**src/rtl/simplez_runctl.sv**
```systemverilog
// rtl/simplez_runctl.sv - run controller for the simplez CPU: reset pulse, clock enable, cycle budget.
// Optional leds_in/leds_snap capture on DONE entry with `define SIMPLEZ_RUNCTL_SNAPSHOT_EN.
module simplez_runctl #(
  parameter int RST_CYCLES = 2,
  parameter int CNT_W      = 16,
  parameter int MAX_CYCLES = 100,
  parameter int LED_W      = 4
) (
  input  logic             clk,
  input  logic             rst,
  input  logic             start,
  input  logic             step_mode,
  input  logic             step_req,
  input  logic             cpu_stop,
  output logic             cpu_rstn,
  output logic             cpu_en,
  output logic             running,
  output logic             done,
  output logic             timeout,
  output logic [CNT_W-1:0] cycle_count
`ifdef SIMPLEZ_RUNCTL_SNAPSHOT_EN
  ,
  input  logic [LED_W-1:0] leds_in,
  output logic [LED_W-1:0] leds_snap
`endif
);

  localparam int RCW = (RST_CYCLES > 1) ? $clog2(RST_CYCLES + 1) : 1;
  localparam logic [RCW-1:0]   RST_LOAD  = RCW'(RST_CYCLES - 1);
  localparam logic [CNT_W-1:0] MAX_C     = CNT_W'(MAX_CYCLES);
  localparam logic             BUDGET_EN = (MAX_CYCLES != 0);

  typedef enum logic [1:0] {
    IDLE  = 2'd0,
    RESET = 2'd1,
    RUN   = 2'd2,
    DONE  = 2'd3
  } state_t;

  state_t           state, state_n;
  logic [RCW-1:0]   rst_cnt, rst_cnt_n;
  logic             step_q;
  logic             rstn_n, en_n, running_n, done_n, timeout_n;
  logic [CNT_W-1:0] cnt_n, cnt_adv;
  logic             step_edge;

  assign step_edge = step_req & ~step_q;
  // Saturating advance of the count for the cycle currently enabled.
  assign cnt_adv = (cpu_en && (cycle_count != {CNT_W{1'b1}})) ? cycle_count + 1'b1 : cycle_count;

  always_comb begin
    state_n   = state;
    rst_cnt_n = rst_cnt;
    rstn_n    = cpu_rstn;
    en_n      = 1'b0;
    done_n    = done;
    timeout_n = timeout;
    cnt_n     = cycle_count;
    case (state)
      IDLE: begin
        rstn_n = 1'b0;
        if (start) begin
          state_n   = RESET;
          rst_cnt_n = RST_LOAD;
          cnt_n     = '0;
          done_n    = 1'b0;
          timeout_n = 1'b0;
        end
      end
      RESET: begin
        rstn_n = 1'b0;
        if (rst_cnt == '0) begin
          state_n = RUN;
          rstn_n  = 1'b1;
          en_n    = step_mode ? step_edge : 1'b1;
        end else begin
          rst_cnt_n = rst_cnt - 1'b1;
        end
      end
      RUN: begin
        cnt_n = cnt_adv;
        if (cpu_stop) begin
          state_n   = DONE;
          done_n    = 1'b1;
          timeout_n = 1'b0;
        end else if (BUDGET_EN && (cnt_adv == MAX_C)) begin
          state_n   = DONE;
          done_n    = 1'b1;
          timeout_n = 1'b1;
        end else begin
          en_n = step_mode ? step_edge : 1'b1;
        end
      end
      DONE: begin
        // CPU reset stays released so its final state can be inspected.
        if (start) begin
          state_n   = RESET;
          rst_cnt_n = RST_LOAD;
          rstn_n    = 1'b0;
          cnt_n     = '0;
          done_n    = 1'b0;
          timeout_n = 1'b0;
        end
      end
      default: begin
        state_n = IDLE;
        rstn_n  = 1'b0;
      end
    endcase
    running_n = (state_n == RUN);
  end

  always_ff @(posedge clk or posedge rst) begin
    if (rst) begin
      state       <= IDLE;
      rst_cnt     <= '0;
      step_q      <= 1'b0;
      cpu_rstn    <= 1'b0;
      cpu_en      <= 1'b0;
      running     <= 1'b0;
      done        <= 1'b0;
      timeout     <= 1'b0;
      cycle_count <= '0;
    end else begin
      state       <= state_n;
      rst_cnt     <= rst_cnt_n;
      step_q      <= step_req;
      cpu_rstn    <= rstn_n;
      cpu_en      <= en_n;
      running     <= running_n;
      done        <= done_n;
      timeout     <= timeout_n;
      cycle_count <= cnt_n;
    end
  end

`ifdef SIMPLEZ_RUNCTL_SNAPSHOT_EN
  logic enter_reset, enter_done;
  assign enter_reset = (state_n == RESET) && (state != RESET);
  assign enter_done  = (state_n == DONE) && (state == RUN);

  always_ff @(posedge clk or posedge rst) begin
    if (rst) begin
      leds_snap <= '0;
    end else if (enter_reset) begin
      leds_snap <= '0;
    end else if (enter_done) begin
      leds_snap <= leds_in;
    end
  end
`endif

endmodule
```
**config.mk**
```make
export PLATFORM = sky130hd
export DESIGN_NAME = simplez_runctl
export DESIGN_NICKNAME = d
export VERILOG_FILES = /design/src/rtl/simplez_runctl.sv
export SDC_FILE = /design/constraint.sdc
export NUM_CORES = 1
export LEC_CHECK = 0
export BUFFER_PORTS_ARGS = -buffer_cell sky130_fd_sc_hd__buf_4
export CORE_MARGIN = 4
export CORE_UTILIZATION = 49
export CTS_BUF_LIST = sky130_fd_sc_hd__clkbuf_2 sky130_fd_sc_hd__clkbuf_4 sky130_fd_sc_hd__clkbuf_8
export DETAILED_ROUTE_END_ITERATION = 8
export GPL_ROUTABILITY_DRIVEN = 1
export PLACE_DENSITY = 0.7
export SLEW_MARGIN = 10
export SYNTH_ARGS = -nofsm -noshare
export SYNTH_HDL_FRONTEND = slang
export SYNTH_SLANG_ARGS = --single-unit
export TNS_END_PERCENT = 30
```
**constraint.sdc**
```tcl
create_clock -name clk -period 3.2 [get_ports clk]
set_input_delay 0.64 -clock clk [delete_from_list [all_inputs] [get_ports clk]]
set_output_delay 0.64 -clock clk [all_outputs]
set_load 0.01 [all_outputs]
```
# Word-level counts from Yosys, hierarchy flattened
# Index checks and enable logic that the tools add are counted.
op_classes:
  n_mul: 0
  n_eq_ne: 10
  div: 0
  n_addsub: 2
  n_shift: 0
  n_lt_le_gt_ge: 0
  n_bitwise: 2
  n_mux: 24
  n_reduce_logical: 11
ops:
  columns: ["operator", "n"]
  rows:
  - ["$mux W16", 2]
  - ["$pmux W16 S2", 1]
  - ["$add A16 B1 Y16 const B", 1]
  - ["$eq A16 B7 Y1 const B", 1]
  - ["$ne A16 B16 Y1 const B", 1]
  - ["$mux W2", 6]
  - ["$mux W1", 9]
  - ["$eq A2 B2 Y1 const B", 3]
  - ["$pmux W1 S2", 3]
  - ["$pmux W2 S3", 1]
  - ["$reduce_and A3 Y1", 2]
  - ["$logic_not A2 Y1", 2]
  - ["$ne A2 B2 Y1 const B", 2]
  - ["$pmux W2 S2", 1]
  - ["$reduce_and A2 Y1", 2]
  - ["$reduce_bool A2 Y1", 2]
  - ["$ne A3 B3 Y1 const B", 1]
  - ["$pmux W1 S3", 1]
  - ["$reduce_bool A3 Y1", 1]
  - ["$eq A2 B1 Y1 const B", 1]
  - ["$ne A2 B1 Y1 const B", 1]
  - ["$reduce_or A2 Y1", 1]
  - ["$sub A2 B1 Y2 const B", 1]
  - ["$and A1 B1 Y1", 1]
  - ["2 further kinds", 2]
totals:
  register_bits: 26
  elab_cells: 58
  ram_bits: 0
  rom_bits: 0
  n_memories: 0
  input_bits: 6
  latchBits: 0

# Logic depth before layout (Yosys ltp)
# Gate-level depths: netlist of run 1.
depth:
  word_depth: 8
  ltp_mapped: 10
  ltp_nobuf: 9

# Least setup slack after synthesis of run 1
# Ideal clock, no wire load.
synth_timing:
  path_kind: "reg2reg"
  start: "reg cycle_count[0]"
  end: "reg timeout"
  path_stages_with_launch: 11
  period_less_slack_ns: 2.706
  t_arrival_ns: 2.585
  path_slack_ns: 0.494
  setup_time_ns: 0.122
  cell_sequence: "dfrtp_1 ha_1 clkbuf_2 nand4_1 a211oi_1 xnor2_1 o211ai_1 nor4_2 nand3_2 a311o_1 a32o_1"
synth_via:
  elab_chain_len: 6
synth_rtl:
  columns: ["element", "line", "rtl"]
  rows:
  - ["from (decl)", "20", "output logic [CNT_W-1:0] cycle_count"]
  - ["from (signal assigned)", "133", "cycle_count <= cnt_n;"]
  - ["branches (longest 2 deep; another with $add A16 B1 Y16)", null, null]
  - ["$mux W16 (*)", "49", "assign cnt_adv = (cpu_en && (cycle_count != {CNT_W{1'b1}})) ? cycle_count + 1'b1 : cycle_count;"]
  - ["$eq A16 B7 Y1 (*)", "86", "end else if (BUDGET_EN && (cnt_adv == MAX_C)) begin"]
  - ["$ne A3 B3 Y1 (no line) (*)", null, null]
  - ["$reduce_and A3 Y1 (no line) (*)", null, null]
  - ["to (signal assigned)", "132", "timeout <= timeout_n;"]
  - ["to (decl)", "19", "output logic timeout,"]
# Every way passes the cells marked *.
# A chain may end at the register's enable or synchronous reset.

# Worst setup path after layout of run 1
# Ends and elaborated chain as after synthesis.

==> metrics.cfg, run 1 <==
[synth]
synth_seq_cells=26
syn_nets=234
netlist_instances=221
synthArstFlopShare_pct=100
synth_area_mm2=0.00193
yosys_warnings=0
ys_seq_area_share_pct=33.7
synth_ff_type=dfrtp_1
syn_avg_cell_area_um2=8.72
synth_edf_count=0
ys_types=54

[global_routing]
antenna_found_initial=0
grt_pass1_vias=1605
grt_max_degree=27
overflow=0
grt_pass1_wl_um=7800
grtUsageTotal_pct=19.2

[power_and_ir_drop]
swShare_pct=37.6
comb_power_share_pct=39.5
clkPwrFrac_pct=21.7
peakVddDrop_mv=0.344
p_sw_mw=0.382
internal-power_mw=0.635
p_per_area_mw_per_mm2=467
power_mw=1.02
power_frac_seq_pct=38.8
leakage_nw=0.937

[clock_network]
cts.sinks=26
cts_root_buffer=clkbuf_8
ctsResizeCount=0
cts_buffers=3
cts_tree=built
path_clk_slew_ns=0.09
htree_levels=1
post_cts_buffers=0
clock_latency_ns=0.28
clk_path_buf_depth=2
holdBufCountCts=0

[detailed_routing]
vias=1708
vias_per_cell=5.91
dr.max_layer_used=met4
drc=0
wl_met2_um=2140
wl_um=4480
drt-met1-wl_um=2010
drtIter0Drc=183
postRouteAntennaNets=0
wl_met3_um=268
dr.pass1.iters=4
detail_route.wl_per_cell_um=15.5

[sta]
max_clock_freq_mhz=352
finalHoldViolations=0
fin_setup_tns_ns=0
maxSlewHeadroom_pct=31.7
tightest_slew_ns=1.02
drv_slew=0
min_period_ns=2.84
setup_viol=0
finalClockSkew_ns=0.00274
fin_crit_sh_pct=88.8
rsz0062_at_grt=no
setup_ws_ns=0.359

[worst_setup_path]
startpoint=cycle_count[0]
cp.depth=9
reg2reg_depth=9
critPathCaptureType=register
cp_max_fo=8
slowest_stage=dfrtp_1
r2r_end=timeout
critPathCapture=timeout
slowest_delay_ns=0.45
critPathBufInv=0
r2r_slack_ns=0.36
required_ns=3.37
rr_startpoint=cycle_count[0]
worstPathArrival_ns=3.01
cp_cell_sequence=ha_1 -> nand4_1 -> a211oi_1 -> xnor2_1 -> o211ai_1 -> nor4_2 -> nand3_2 -> a311o_1 -> a32o_1
path_class=reg -> reg
startpoint_type=register
crit_family=compound AO/OA/AOI/OAI gates

[finish]
fin_nets=255
drive_gt1_share_pct=21.6
diodes=0
syn_to_final_growth_pct=12.9
final_core_util_pct=58.2

[floorplanning]
core_mm2=0.00374
io_pins=27
dieArea_mm2=0.00500
dieHeight_um=70.7
rows=22
start_util_pct=51.5
fp.dieW_um=70.7

[placed_design]
dp_hpwl_um=3340
dp_slack_ns=0.407
gp_congestion=0.956
port_buffers=26

[outcome]
outcome=finished, final reports clean

[worst_hold_path]
hp-class=in -> reg

[run]
cap_viol_max_count=0

## area by class of cell
type | count | area (um2)
sequential | 26 | 651
timing repair buffer | 32 | 240
multi-input combinational | 169 | 1130
inverter | 10 | 37.5
clock buffer | 4 | 55.1
fill | 356 | 1570
tap | 48 | 60.1
## logic make-up (layout without fill, tap and decap cells)
group | count (synthesis) | count (layout) | synth area share, %
XOR/XNOR | 4 | 4 | 1.82
buffers and inverters | 26 | 46 | 7.46
flip-flops | 26 | 26 | 33.7
multiplexers | 3 | 3 | 1.62
adder cells (fa/ha/maj) | 7 | 7 | 4.54
AND/OR/NAND/NOR | 88 | 88 | 28.1
AO/OA/AOI/OAI | 67 | 67 | 22.7
## cell usage in the layout (no fill, tap or decap), types with 3 or more instances in the layout
| cell type | count |
|---|---|
| nand3_1 | 8 |
| nor2b_1 | 5 |
| nor4_1 | 3 |
| nor3_1 | 8 |
| o31ai_1 | 5 |
| nand4_1 | 7 |
| nand2_1 | 21 |
| dfrtp_1 | 26 |
| xnor2_1 | 3 |
| a21oi_1 | 14 |
| clkbuf_8 | 4 |
| nor2_1 | 12 |
| buf_4 | 32 |
| inv_1 | 10 |
| nor3b_1 | 3 |
| o21ai_0 | 25 |
| a31oi_1 | 3 |
| ha_1 | 7 |
| a22o_1 | 4 |
## sequential cells by signal, summed over array words and instances (netlist names)
signal / cells
done: 1
step_q: 1
cpu_en: 1
running: 1
rst_cnt: 2
cycle_count: 16
cpu_rstn: 1
timeout: 1
state: 2
## power by group through the flow
stage               Clock, mW  Combinational, mW  Sequential, mW
floorplan                   0              0.297           0.404
global placement            0              0.399           0.402
detailed placement          0              0.404           0.401
CTS                     0.229              0.406           0.395
global route            0.239              0.466           0.402
finish                  0.221              0.402           0.395
## how the worst min path moves through the flow
stage | from | slack, ns | cells past startpoint | endpoint
3_5_place_dp | done | 0.50 | 1 | done
4_1_cts | step_req | 0.47 | 1 | step_q
2_1_floorplan | rst_cnt[1] | 0.49 | 1 | rst_cnt[1]
3_3_place_gp | timeout | 0.50 | 1 | timeout
6_report | step_req | 0.47 | 1 | step_q
5_1_grt | step_req | 0.46 | 1 | step_q
## stage by stage
stage	cells	area, um2	hold slack [ns]
after floorplan	221	1930	0.487
after global placement	285	2120	0.504
after detailed placement	285	2120	0.496
after CTS	289	2180	0.467
after global routing	289	2180	0.465
final	289	2180	0.474
## cells in the mapped netlist, drive strengths merged (4+ instances only)
library cell  number  area [um2]
nand2             22        85.1
nand4              9        86.3
o21ai             25         125
inv               10        37.5
clkbuf             6        23.8
o31ai              6        58.8
nor2              12        45.0
nor3              10        60.1
nor4               6        65.1
nor2b              5        31.3
buf               10        82.6
ha                 7        87.6
a22o               4        35.0
a21oi             14        70.1
nand3              9        50.1
dfrtp             26         651
## per-layer routing
metal,vias up,global-route usage [%]
met5,-,0
met4,0,5.64
li1,860,-
met3,7,2.98
met1,796,26.1
met2,45,31.5
Power figures use the tool's default switching activity.
==> inputs of run 2 (changes only) <==
- CORE_UTILIZATION: 49 -> 45
- PLACE_DENSITY: 0.7 -> 0.65
==> metrics.cfg, run 2 (synthesis gave the netlist of run 1 again) <==
[outcome]
outcome=finished, final reports clean  ; unchanged

[finish]
top_regs=cycle_count: 16 flops, rst_cnt: 2 flops, state: 2 flops  ; unchanged
largest_reg_flops=16  ; unchanged
final_core_util_pct=53.0  ; was 58.2%
mostFrequentLayoutCell=buf_4  ; unchanged
diodes=0  ; unchanged
drive_gt1_share_pct=20.6  ; was 21.6%
fin_nets=253  ; was 255
layout.cells.non_filler=288  ; was 289
fill_cells=379  ; was 356
multi_input_comb_area_mm2=0.00113  ; unchanged
final-seq-area_um2=651  ; unchanged
syn_to_final_growth_pct=11.6  ; was 12.9%
top_register=cycle_count  ; unchanged
mostFrequentLayoutCells=buf_4, dfrtp_1, o21ai_0  ; unchanged

[sta]
finalHoldViolations=0  ; unchanged
drv_slew=0  ; unchanged
setup_viol=0  ; unchanged
fin_crit_sh_pct=89.3  ; was 88.8%
min_period_ns=2.86  ; was 2.84 ns
fin_setup_tns_ns=0  ; unchanged
finalClockSkew_ns=0.00526  ; was 0.00274 ns
max_clock_freq_mhz=350  ; was 352 MHz
tightest_slew_ns=0.999  ; was 1.02 ns
rsz0062_at_grt=no  ; unchanged
maxSlewHeadroom_pct=33.4  ; was 31.7%

[detailed_routing]
dr.max_layer_used=met4  ; unchanged
dr.pass1.iters=6  ; was 4
vias=1744  ; was 1,708
wl_um=4510  ; was 4480 um
wl_met3_um=158  ; was 268 um
drc=0  ; unchanged
drtIter0Drc=117  ; was 183
detail_route.wl_per_cell_um=15.7  ; was 15.5 um
postRouteAntennaNets=0  ; unchanged
vias_per_cell=6.06  ; was 5.91
wl_met2_um=2140  ; about the same
drt-met1-wl_um=2140  ; was 2010 um

[global_routing]
grtUsageTotal_pct=18.2  ; was 19.2%
grt_max_degree=27  ; unchanged
antenna_found_initial=0  ; unchanged
overflow=0  ; unchanged
grt_pass1_vias=1571  ; was 1,605
grt_pass1_wl_um=7690  ; was 7800 um

[clock_network]
clock_latency_ns=0.27  ; was 0.28 ns
post_cts_buffers=0  ; unchanged
cts_tree=built  ; unchanged
ctsResizeCount=0  ; unchanged
holdBufCountCts=0  ; unchanged
htree_levels=1  ; unchanged
cts_root_buffer=clkbuf_8  ; unchanged
cts.sinks=26  ; unchanged
clk_path_buf_depth=2  ; unchanged
path_clk_slew_ns=0.09  ; about the same
cts_buffers=3  ; unchanged

[run]
cap_viol_max_count=0  ; unchanged

[placed_design]
dp_hpwl_um=3320  ; was 3340 um
port_buffers=26  ; unchanged
gp_congestion=0.896  ; was 0.956
dpl.cell_count=285  ; unchanged

[floorplanning]
core_mm2=0.00406  ; was 0.00374 mm2
rows=23  ; was 22
start_util_pct=47.5  ; was 51.5%
dieHeight_um=73.5  ; was 70.7 um
dieArea_mm2=0.00540  ; was 0.00500 mm2
io_pins=27  ; unchanged
fp.dieW_um=73.5  ; was 70.7 um

[worst_setup_path]
cp_max_fo=8  ; unchanged
critPathCaptureType=register  ; unchanged
startpoint=cycle_count[0]  ; unchanged
rr_startpoint=cycle_count[0]  ; unchanged
required_ns=3.37  ; about the same
path_class=reg -> reg  ; unchanged
worstPathArrival_ns=3.03  ; was 3.01 ns
startpoint_type=register  ; unchanged

[power_and_ir_drop]
leakage_nw=0.919  ; was 0.937 nW
peakVddDrop_mv=0.437  ; was 0.344 mV
p_per_area_mw_per_mm2=457  ; was 467 mW/mm2

[worst_hold_path]
worstHoldStart=step_req  ; unchanged
hp-class=in -> reg  ; unchanged

==> run 2: cell count changes in the layout (fill, tap and decap cells not counted) <==
cell	before	now
clkbuf_8	4	3
buf_4	32	30
==> run 2: worst max-delay path, cell delays in order, from the launching register on <==
cell,delay [ns]
dfrtp_1,0.46
ha_1,0.33
nand4_1,0.28
a211oi_1,0.36
xnor2_1,0.17
o211ai_1,0.11
nor4_2,0.29
nand3_2,0.17
a311o_1,0.38
a32o_1,0.20
==> run 2: path summary, 6_finish.rpt <==
kind / to / slack (ns) / depth (start not counted)
max: timeout / 0.34 / 9
min reg2reg: timeout / 0.52 / 1
max in group asynchronous: cycle_count[15] / 1.99 / 2
min in group asynchronous: timeout / 0.60 / 2
max reg2reg: timeout / 0.34 / 9
min: step_q / 0.48 / 1
==> run 2: metrics by stage <==
step	area [um2]	total power [mW]	hold slack, ns	setup WS [ns]
5_1_grt	2150	1.07	0.472	0.0540
2_1_floorplan	1930	0.701	0.487	0.494
3_5_place_dp	2110	0.804	0.496	0.364
4_1_cts	2150	0.996	0.473	0.354
3_3_place_gp	2110	0.798	0.491	0.456
6_report	2150	0.983	0.477	0.342
==> run 2: report_power, final <==
group	leakage [nW]	internal [mW]	switching, mW
Combinational	0.546	0.157	0.242
Sequential	0.351	0.366	0.0304
Clock	0.0216	0.0845	0.103
==> run 2: final cells by class <==
class / instances / area share [%]
multi-input combinational: 169 / 52.7
sequential: 26 / 30.3
timing repair buffer: 30 / 10.5
tap: 50 / 2.91
clock buffer: 3 / 1.92
inverter: 10 / 1.75
==> run 2: per-layer routing <==
layer  GRT usage, %  up-vias
met5              0        -
met4           5.63        0
met3           2.74        8
met2           28.3       35
met1           25.9      844
li1               -      857
